### src/rtl/regfile_pkg.sv
// Shared types and helpers for the 2-read/1-write register file with built-in
// initialisation sequencer.
package regfile_pkg;

  typedef enum logic {
    RF_INIT,
    RF_READY
  } rf_state_e;

  localparam int INIT_MODE_ZERO    = 0;
  localparam int INIT_MODE_PATTERN = 1;

  // Value loaded into entry idx at init; callers size-cast to their DATA_W.
  function automatic logic [31:0] init_value(input int unsigned idx,
                                             input int unsigned mode,
                                             input int unsigned data_w);
    logic [31:0] v;
    logic [31:0] mask;
    v    = (mode == INIT_MODE_PATTERN) ? 32'(3 * idx + 1) : 32'd0;
    mask = (data_w >= 32) ? '1 : ((32'd1 << data_w) - 32'd1);
    return v & mask;
  endfunction

endpackage

### src/rtl/regfile_init_seq.sv
// Init sequencer: INIT/READY FSM, entry counter, Busy flag and the write port
// that loads every entry with its init value.
module regfile_init_seq
  import regfile_pkg::*;
#(
  parameter int DATA_W    = 8,
  parameter int ADDR_W    = 5,
  parameter int INIT_MODE = 0
) (
  input  logic              Clk,
  input  logic              Rst,
  input  logic              Init_req,
  output logic              Busy,
  output logic [ADDR_W-1:0] init_addr,
  output logic [DATA_W-1:0] init_data
);

  // One extra counter bit keeps the terminal count unambiguous.
  localparam logic [ADDR_W:0] LAST_IDX = (ADDR_W + 1)'((2 ** ADDR_W) - 1);
  localparam logic [ADDR_W:0] CNT_ONE  = (ADDR_W + 1)'(1);

  rf_state_e       state_q, state_d;
  logic [ADDR_W:0] cnt_q, cnt_d;

  // NOTE: sequential state uses non-blocking assignments so every register
  // samples pre-edge values regardless of process ordering.
  always_ff @(posedge Clk or negedge Rst) begin
    if (!Rst) begin
      state_q <= RF_INIT;
      cnt_q   <= '0;
    end else begin
      state_q <= state_d;
      cnt_q   <= cnt_d;
    end
  end

  // NOTE: defaults at the top of every combinational block prevent latches.
  always_comb begin
    state_d = state_q;
    cnt_d   = cnt_q;
    unique case (state_q)
      RF_INIT: begin
        if (cnt_q == LAST_IDX) begin
          state_d = RF_READY;
          cnt_d   = '0;
        end else begin
          cnt_d = cnt_q + CNT_ONE;
        end
      end
      RF_READY: begin
        if (Init_req) begin
          state_d = RF_INIT;
          cnt_d   = '0;
        end
      end
    endcase
  end

  always_comb begin
    Busy      = (state_q == RF_INIT);
    init_addr = cnt_q[ADDR_W-1:0];
    init_data = DATA_W'(init_value(32'(cnt_q), INIT_MODE, DATA_W));
  end

endmodule

### src/rtl/regfile_2r1w_init.sv
// Two-read/one-write register file with registered reads, write-first bypass
// and an automatic init sequence after reset or on Init_req.
module regfile_2r1w_init
  import regfile_pkg::*;
#(
  parameter int DATA_W    = 8,
  parameter int ADDR_W    = 5,
  parameter int INIT_MODE = 0
) (
  input  logic              Clk,
  input  logic              Rst,
  input  logic              W_en,
  input  logic [ADDR_W-1:0] W_Addr,
  input  logic [DATA_W-1:0] W_Data,
  input  logic              R0_en,
  input  logic [ADDR_W-1:0] R0_Addr,
  output logic [DATA_W-1:0] R0_Data,
  input  logic              R1_en,
  input  logic [ADDR_W-1:0] R1_Addr,
  output logic [DATA_W-1:0] R1_Data,
  input  logic              Init_req,
  output logic              Busy,
  output logic              W_drop
);

  localparam int DEPTH = 2 ** ADDR_W;

  logic [DATA_W-1:0] mem [DEPTH];
  logic [ADDR_W-1:0] init_addr;
  logic [DATA_W-1:0] init_data;
  logic              user_we;
  logic              drop_d;
  logic [DATA_W-1:0] r0_d, r1_d;

  regfile_init_seq #(
    .DATA_W   (DATA_W),
    .ADDR_W   (ADDR_W),
    .INIT_MODE(INIT_MODE)
  ) u_init_seq (
    .Clk      (Clk),
    .Rst      (Rst),
    .Init_req (Init_req),
    .Busy     (Busy),
    .init_addr(init_addr),
    .init_data(init_data)
  );

  // A user write lands only in READY and not alongside a re-init request.
  always_comb begin
    user_we = W_en & ~Busy & ~Init_req;
    drop_d  = W_en & (Busy | Init_req);
  end

  // NOTE: the array is deliberately not reset; the init sequence defines its
  // contents, which keeps it mappable onto plain RAM/flop arrays.
  always_ff @(posedge Clk) begin
    if (Busy) begin
      mem[init_addr] <= init_data;
    end else if (user_we) begin
      mem[W_Addr] <= W_Data;
    end
  end

  // Next read data: zero during INIT, write-first bypass, else array contents.
  always_comb begin
    r0_d = mem[R0_Addr];
    r1_d = mem[R1_Addr];
    if (Busy) begin
      r0_d = '0;
      r1_d = '0;
    end else if (user_we) begin
      if (W_Addr == R0_Addr) r0_d = W_Data;
      if (W_Addr == R1_Addr) r1_d = W_Data;
    end
  end

  always_ff @(posedge Clk or negedge Rst) begin
    if (!Rst) begin
      R0_Data <= '0;
      R1_Data <= '0;
      W_drop  <= 1'b0;
    end else begin
      if (R0_en) R0_Data <= r0_d;
      if (R1_en) R1_Data <= r1_d;
      W_drop <= drop_d;
    end
  end

endmodule

### config.mk
export PLATFORM = sky130hd
export DESIGN_NAME = regfile_2r1w_init
export DESIGN_NICKNAME = d
export VERILOG_FILES = /design/src/rtl/regfile_pkg.sv /design/src/rtl/regfile_init_seq.sv /design/src/rtl/regfile_2r1w_init.sv
export SDC_FILE = /design/constraint.sdc
export NUM_CORES = 1
export LEC_CHECK = 0
export CORE_AREA = 2 2 165 167
export CTS_BUF_LIST = sky130_fd_sc_hd__clkbuf_16
export DETAILED_ROUTE_END_ITERATION = 10
export DIE_AREA = 0 0 167 169
export PLACE_DENSITY = 0.73
export SYNTH_ARGS = -nofsm -noshare
export SYNTH_HDL_FRONTEND = slang
export SYNTH_SLANG_ARGS = --single-unit
### constraint.sdc
create_clock -name Clk -period 2.15 [get_ports Clk]
set_input_delay 0.43 -clock Clk [delete_from_list [all_inputs] [get_ports Clk]]
set_output_delay 0.43 -clock Clk [all_outputs]
set_load 0.01 [all_outputs]
Yosys cells after proc, flatten, opt, wreduce, memory -nomap -nowiden:

Memory sizes are Yosys's and may differ from the RTL's.
Index checks and enable logic that the tools add are counted.

* add/sub/neg operators: 1
* equal/unequal tests: 4
* muxes and demuxes: 19
* bitwise gates (word level): 6
* reductions and logical operators: 1

Operator list (number)
* $mux W8: 7
* $mux W6: 2
* $pmux W6 S2: 1
* $eq A5 B5 Y1: 2
* $reduce_or A8 Y1: 1
* $mux W1: 7
* $add A6 B1 Y6 const B: 1
* $eq A6 B5 Y1 const B: 1
* $mux W5: 1
* $and A1 B1 Y1: 3
* $ne A2 B2 Y1 const B: 1
* $not A1 Y1: 2
* $pmux W1 S2: 1
* $or A1 B1 Y1: 1

* register bits: 24
* bits in writable memories: 256
* input port bits: 29
* word-level logic and storage cells: 37
* memories kept: 1

Memories
* mem: depth 32, bits a word 8, read ports 2, clocked after Yosys merged registers in 0, write ports 1, RTL line regfile_2r1w_init.sv:28 `logic [DATA_W-1:0] mem [DEPTH];`

Longest topological paths before layout:

* depth after elaboration: 7
* depth in mapped cells: 8
* depth with buffers taken out: 6

Hierarchy:

From an unflattened synthesis, not the netlist that was laid out.

* cell total of the unflattened synthesis: 951
* area, all modules: 13908.3 um^2

Modules (own cells, without submodules)
* regfile_2r1w_init: times used 1, cells each 901, area an instance 13449.1 um^2, sequential area each 8112.8 um^2
* regfile_init_seq: times used 1, cells each 50, area an instance 459.2 um^2, sequential area each 175.2 um^2

Least setup slack after synthesis:

OpenSTA, ideal clock, no wires.

* kind: input to register
* from: input port Init_req
* to: memory mem[19][0], enable pin
* data arrival time: 1714 ps
* data required time: 1780 ps
* path slack: 66 ps
* stages: 7
* buffers on the path: 2
* cell sequence: and3b_1 -> buf_2 -> buf_2 -> nor2_1 -> a21oi_1 -> nand2_1 -> nor2_1

* longest elaborated chain between the ends: 7

RTL lines
* start, declared: RTL line regfile_2r1w_init.sv:21 `input logic Init_req,`
* $not A1 Y1 *: RTL line regfile_2r1w_init.sv:50 `user_we = W_en & ~Busy & ~Init_req;`
* $and A1 B1 Y1 *: RTL line regfile_2r1w_init.sv:50
* $mux W1 *: RTL line regfile_2r1w_init.sv:59 `end else if (user_we) begin`
* $mux W1 *: RTL line regfile_2r1w_init.sv:57 `if (Busy) begin`
* $mux W1 (implied by the code) *: RTL line regfile_2r1w_init.sv:60 `mem[W_Addr] <= W_Data;`
* $reduce_or A8 Y1 (no line)
* $mux W5 (no line) or $mux W1 (tied branches)
* end, declared: RTL line regfile_2r1w_init.sv:28

Mark *: on every way between the ends. The rest lies on a longest branch, timed or not.

Worst setup path in the final report:

* from: input port R1_Addr[0]
* to: register R1_Data[1]

* longest elaborated chain between the ends: 4

RTL lines
* start, declared: RTL line regfile_2r1w_init.sv:19 `input logic [ADDR_W-1:0] R1_Addr,`
* $mem_v2 Z32 W8 or $eq A5 B5 Y1 (tied branches)
* $mux W8: RTL line regfile_2r1w_init.sv:73 `if (W_Addr == R1_Addr) r1_d = W_Data;`
* $mux W8 *: RTL line regfile_2r1w_init.sv:71 `end else if (user_we) begin`
* $mux W8 *: RTL line regfile_2r1w_init.sv:68 `if (Busy) begin`
* end signal, assigned: RTL line regfile_2r1w_init.sv:84 `if (R1_en) R1_Data <= r1_d;`
* end, declared: RTL line regfile_2r1w_init.sv:20 `output logic [DATA_W-1:0] R1_Data,`

Marked as above.
A chain may end at the register's enable or synchronous reset.

==> results.yml <==
min_path:
  hold_path.class: "in -> async"
layout:
  diodes: 0
  syn_to_final_growth_pct: 21.6
  drive_gt1_share_pct: 22.6
  fin_nets: 1158
worst_setup_path:
  crit_required_ns: 2.62
  path_max_fanout: 18
  worstSetupEndpointType: "flip-flop"
  timing.setup.critical_path_class: "in -> reg"
  crit_path_start_kind: "input pin"
  cp.arrival_ns: 2.53
synth:
  ys_async_sr_fraction_pct: 8.57
  ys_warn_count: 0
  synthTopCellsByArea: "edfxtp_1 55%, mux2i_1 18%, dfrtp_1 4.3%"
  synth_seq_cells: 280
  synthCells: 959
  synth.cell_area_um2: 14000
  synth_nets: 989
  synth_area_per_cell_um2: 14.6
  yosysMostFrequentCell: "mux2i_1"
  synth_cell_types: 46
  synth_edf_count: 256
  synth_top_area_share_pct: 54.8
  ys_seq_area_share_pct: 59.1
  yosysTopAreaCell: "edfxtp_1"
  ys.flop_type: "edfxtp_1"
  synth_common_cells: "257 x mux2i_1, 256 x edfxtp_1, 65 x a22o_1"
grt:
  grt_max_degree: 33
  grt_antenna_before_repair: 0
  grt_util_all_layers_pct: 28.3
  first_global_vias: 9391
  grt-ovfl-total: 0
  grt_pass1_wl_um: 59400
timing:
  finalSetupViolations: 0
  relSlewSlack_pct: 39.4
  post-route-period-util_pct: 95.8
  whs_ns: 0.251
  timing.fmax_ghz: 0.486
  setup_tns_ns: 0
  worst_pin_slew_ns: 0.909
  hold_violations: 0
  layout_min_cycle_time_ns: 2.06
  rsz0062_at_grt: "false"
  finalMaxSlewViolations: 0
  skew_ns: 0.0107
route:
  avgViaCountPerCell: 6.31
  drt-initial-drc-count: 1104
  wl_um: 39900
  postRouteAntennaNets: 0
  dr_total_vias: 9417
  drc: 0
  first_pass_iters: 5
  wl_per_cell_um: 26.7
outcome:
  status: "complete, no violations"
place:
  gp_congestion: 0.922
  portBuffers: 46
  dp_hpwl_um: 27400
clock_tree:
  cts_root_buf: "clkbuf_16"
  clk_latency_ns: 0.56
  htreeDepth: 1
  cts_tree: "done"
  cts.sinks: 280
  clockBufferDepth: 3
  cts.clk_slew.worst_paths_ns: 0.06
  cts_buffers: 30
  cts_setup_buffers: 0
power:
  p_clk_share_pct: 35.9
  swShare_pct: 27.4
  power_frac_seq_pct: 43.9
  ir_worst_vdd_uv: 792
  combPwrFrac_pct: 20.2
  p_switching_w: 0.00428
  cellLeakagePower_nw: 6.77
  internal-power_w: 0.0113
  powerDensity_nw_per_um2: 915
job:
  max_cap_violations: 0
die:
  pin_count: 47
  die_y_um: 169
  die_area_um2: 28200
  rows: 60
  core_area_um2: 26500
  initial_utilization_pct: 53.0
  fp.dieW_um: 167
## cells by family after synthesis
group / after synthesis / synth area share, %
buffers and inverters: 78 / 4.34
muxes: 257 / 18.3
AOI/OAI and AO/OA: 214 / 13.3
xor gates and xnor gates: 9 / 0.562
and+or+nand+nor: 120 / 4.30
adders and majority gates: 1 / 0.0891
DFF: 280 / 59.1
## routing by layer
layer  vias to the layer above  wire length [µm]  track usage (%)  share of wire, %
li1                       4205                 -                -                 -
met1                      4609             16400             39.4                41
met2                       509             18300             44.6                46
met3                        94              3680             5.35               9.2
met4                         0              1490             10.5               3.7
met5                         -                 0                0                 0
## layout by cell type (no fill, tap or decap), drive strengths merged, types with 18 or more instances in the layout
master and n:
a21oi 18, a221oi 64, a22o 65, buf 167, clkbuf 31, clkdlybuf4s50 43, dfrtp 24, edfxtp 256
mux2i 257, nand2 21, nor2 43, nor2b 22, o22ai 33
## state kept, by name (all words and copies together), names as in the netlist
| register | count |
|---|---|
| mem | 256 |
| W_drop | 1 |
| u_init_seq.state_q | 1 |
| u_init_seq.cnt_q | 6 |
| R0_Data | 8 |
| R1_Data | 8 |
## worst paths after layout
kind	startpoint	endpoint	slack, ns	cells after the start
setup / recovery	R1_Addr[0]	R1_Data[1]	0.09	8
hold / removal	Rst	R1_Data[5]	0.25	2
setup reg to reg	u_init_seq.state_q	mem[24][3]	0.10	8
hold reg to reg	u_init_seq.cnt_q[3]	u_init_seq.cnt_q[3]	0.55	2
max in group asynchronous	Rst	R0_Data[4]	1.64	2
min in group Clk	Init_req	u_init_seq.cnt_q[5]	0.55	3
## critical path, stage by stage
cell and delay [ns]:
clkdlybuf4s50_1 0.54, nor2b_2 0.24, buf_12 0.16, buf_4 0.14, a22o_1 0.23, a221oi_1 0.44, o22ai_1 0.16, o31ai_2 0.18
## power by group through the flow
stage	clock network (W)	registers (W)	logic, W
after global routing	0.00588	0.00690	0.00332
final	0.00560	0.00684	0.00316
after floorplan	0	0.00686	0.00162
after global placement	0	0.00691	0.00304
after detailed placement	0	0.00694	0.00308
after CTS	0.00563	0.00684	0.00309
## layout make-up
class	count	area [µm²]
fill	1887	9440
sequential	280	8290
multi-input combinational	601	5160
timing repair buffer	211	2090
clock buffer	31	776
tap	341	427
clock inverter	24	305
inverter	4	15.0
## metrics by stage
| step | util (%) | power (W) | worst slack [ns] | std cells | cell area [µm²] |
|---|---|---|---|---|---|
| floorplan | - | 0.00848 | 0.0655 | 959 | 14000 |
| global placement | 60.3 | 0.00995 | -0.417 | 1437 | 16000 |
| detailed placement | 60.3 | 0.0100 | -0.433 | 1437 | 16000 |
| CTS | 64.4 | 0.0156 | 0.0701 | 1492 | 17100 |
| global route | 64.4 | 0.0161 | 0.0161 | 1492 | 17100 |
| finish | 64.4 | 0.0156 | 0.0912 | 1492 | 17100 |
## timing repair
action / CTS / global route
hold buffers: 0 / 0
setup endpoints to repair: 1 / 87
resized for setup: 1 / 6
No activity file was read; power rests on OpenSTA's default activity.
==> edit: new RTL, same flow settings <==
`INIT_MODE` is set to 0 in 2 places; all go to 1.
--- a/src/rtl/regfile_init_seq.sv
+++ b/src/rtl/regfile_init_seq.sv
@@ -5,7 +5,7 @@
 #(
   parameter int DATA_W    = 8,
   parameter int ADDR_W    = 5,
-  parameter int INIT_MODE = 0
+  parameter int INIT_MODE = 1
 ) (
   input  logic              Clk,
   input  logic              Rst,
--- a/src/rtl/regfile_2r1w_init.sv
+++ b/src/rtl/regfile_2r1w_init.sv
@@ -5,7 +5,7 @@
 #(
   parameter int DATA_W    = 8,
   parameter int ADDR_W    = 5,
-  parameter int INIT_MODE = 0
+  parameter int INIT_MODE = 1
 ) (
   input  logic              Clk,
   input  logic              Rst,
Function: same outputs for any inputs over 10 cycles, from zero or initial values and one cycle with Rst low; that may be too few to reach the edited logic, so the function may still have changed.
==> edit against the unedited design <==
Setup slack got worse by 0.086 ns. Sequential cell count unchanged. Cell area increased by 4.1%. Routed wire length increased by 1.7%. Die area unchanged. Synthesized area decreased by 0.12%. Critical path depth increased by 1. Sequential share of layout area decreased by 1.9 points. Count of clock-buffer cells in the layout decreased by 1. Register-to-register slack got worse by 0.08 ns. Critical endpoint unchanged. Largest cell class unchanged.
Power is not compared: it rests on default switching activity, and its combinational part moved more than twofold at a synthesized area within 25%.
==> edit: results (changes against the unedited design) <==
stage	metric	value	unit	change
run_status	status	complete, no violations		unchanged
global_route	initial antenna violation count	0		unchanged
layout	ANT cells	0		unchanged
worst_setup_path	launch point of the worst path	R1_Addr[0]		unchanged
synth	mux contribution to synthesized area	0.185		was 0.183
synth	yosys warns	0		unchanged
placement	RD Place Congestion	1.02		was 0.922
worst_setup_path	R2R Path End	mem[21][6]		was mem[24][3]
worst_setup_path	CP endpoint	R1_Data[1]		unchanged
placement	Post-Place Setup Slack	-0.578	ns	was -0.433 ns
global_route	first-pass GRT wire length	60400	um	was 59400 um
synth	top cells by count, synth	mux2i_1 (257), edfxtp_1 (256), a221oi_1 (64), a22o_1 (64), nor2_1 (45)		was mux2i_1 (257), edfxtp_1 (256), a22o_1 (65), nor2_1 (43), a221oi_1 (42)
synth	XOR/XNOR Fraction of Synth Area	0.00750		was 0.00562
worst_setup_path	Crit. path cell count	9		was 8
synth	synth unique cells	49		was 46
synth	top cells by area, synth	edfxtp_1 (55%), mux2i_1 (18%), dfrtp_1 (4.3%)		unchanged
route	Wirelength per Cell	26.3	um	was 26.7 um
clock_tree	Root Driver	clkbuf_16		unchanged
worst_setup_path	Worst EP arrival	2.64	ns	was 2.53 ns
power_and_ir_drop	worst vdd ir	1910	uV	
synth	Post-synth EDFFs	256		unchanged
route	initial DRC count	1192		was 1104
route	WL final	40600	um	was 39900 um
sta	Final Skew	0.0105	ns	was 0.0107 ns
route	Initial DRT Pass Iterations	7		was 5
clock_tree	H-tree depth	1		unchanged
synth	adder-cell area share of the yosys netlist	0.00946		was 0.000892
placement	DP Wirelength	27900	um	was 27400 um
layout	final net count	1215		was 1158
synth	post-synthesis sequential area ratio	0.591		about the same
sta	final setup TNS	0	ns	unchanged
synth	Synth Area in Compound Gates	0.125		was 0.133
clock_tree	Clock transition at path regs	0.07	ns	
layout	Largest regs	mem (256), R0_Data (8), R1_Data (8)		unchanged
min_path	Worst Hold Class	in -> async		unchanged
global_route	pin count of the biggest net entering global routing	33		unchanged
worst_setup_path	r2r setup slk	0.02	ns	was 0.10 ns
placement	Port Buffer Count	46		unchanged
clock_tree	worst skew pair latency	0.55	ns	
power_and_ir_drop	Leak	6.94	nW	
placement	Placed Cells	1477		was 1437
sta	slew margin rel.	0.679		was 0.394
worst_setup_path	Critical-path top delay cell	clkdlybuf4s50_1		unchanged
clock_tree	total CTS buffers	29		was 30
synth	ys async rst share	0.0857		unchanged
worst_setup_path	crit path max fanout	20		was 18
worst_setup_path	reg2reg start	u_init_seq.cnt_q[1]		was u_init_seq.state_q
worst_setup_path	Top delay family on crit path	buffers and inverters		was compound AO/OA/AOI/OAI gates
route	Vias	10000		was 9417
sta	period utilization	0.998		was 0.958
global_route	vias in the first global route	9871		was 9391
synth	Syn Inst Count	976		was 959
worst_setup_path	Largest stage delay, worst path	0.52	ns	was 0.54 ns
layout	layout cells sized above 1	0.278		was 0.226
synth	Mapped Nets	1015		was 989
global_route	GRT Total Usage	0.281		was 0.283
[edit: cell families (layout without fill, tap and decap cells)]
kind of cell,count (synthesis),count (layout)
xor gates and xnor gates,12,12
muxes,259,259
AOI/OAI and AO/OA,216,216
adders and majority gates,10,10
buffers and inverters,82,305
DFF,280,280
and+or+nand+nor,117,117
[edit: where the power goes]
group	total, mW	switching (mW)	internal, mW
Sequential	8.92	0.420	8.50
Combinational	8.68	5.27	3.42
Clock	4.59	2.07	2.52
[edit: metrics by stage]
step,utilization,hold WS (ns),area (um^2)
6_report,0.670,0.249,17800
5_1_grt,0.670,0.267,17800
4_1_cts,0.656,0.250,17400
3_5_place_dp,0.621,0.503,16500
3_3_place_gp,0.621,0.503,16500
2_1_floorplan,-,0.134,14200
[edit: worst min path at each step]
stage / slack (ns) / end / cells after the start
after floorplan: 0.13 / R0_Data[0] / 0
after global placement: 0.50 / R1_Data[5] / 1
after detailed placement: 0.50 / R0_Data[3] / 1
after CTS: 0.25 / u_init_seq.cnt_q[5] / 2
after global routing: 0.27 / u_init_seq.cnt_q[5] / 2
final: 0.25 / u_init_seq.cnt_q[5] / 2
[edit: layout make-up]
class / instances / area (um^2)
inverter: 9 / 37.5
tap: 341 / 427
clock buffer: 30 / 751
multi-input combinational: 614 / 5640
fill: 1828 / 8740
sequential: 280 / 8290
clock inverter: 24 / 120
timing repair buffer: 242 / 2490
[edit: repair_timing]
item	4_1_cts	5_1_grt
gates resized for setup	11	53
setup buffers	1	5
pin swaps	7	9
cloned	0	3
setup endpoints to repair	230	364
[edit: layer usage]
| metal | vias to the layer above | track usage | wire (um) |
|---|---|---|---|
| met5 | - | 0 | 0 |
| met4 | 0 | 0.111 | 1890 |
| met3 | 119 | 0.0470 | 3630 |
| met2 | 590 | 0.443 | 18000 |
| met1 | 4948 | 0.394 | 17000 |
| li1 | 4356 | - | - |
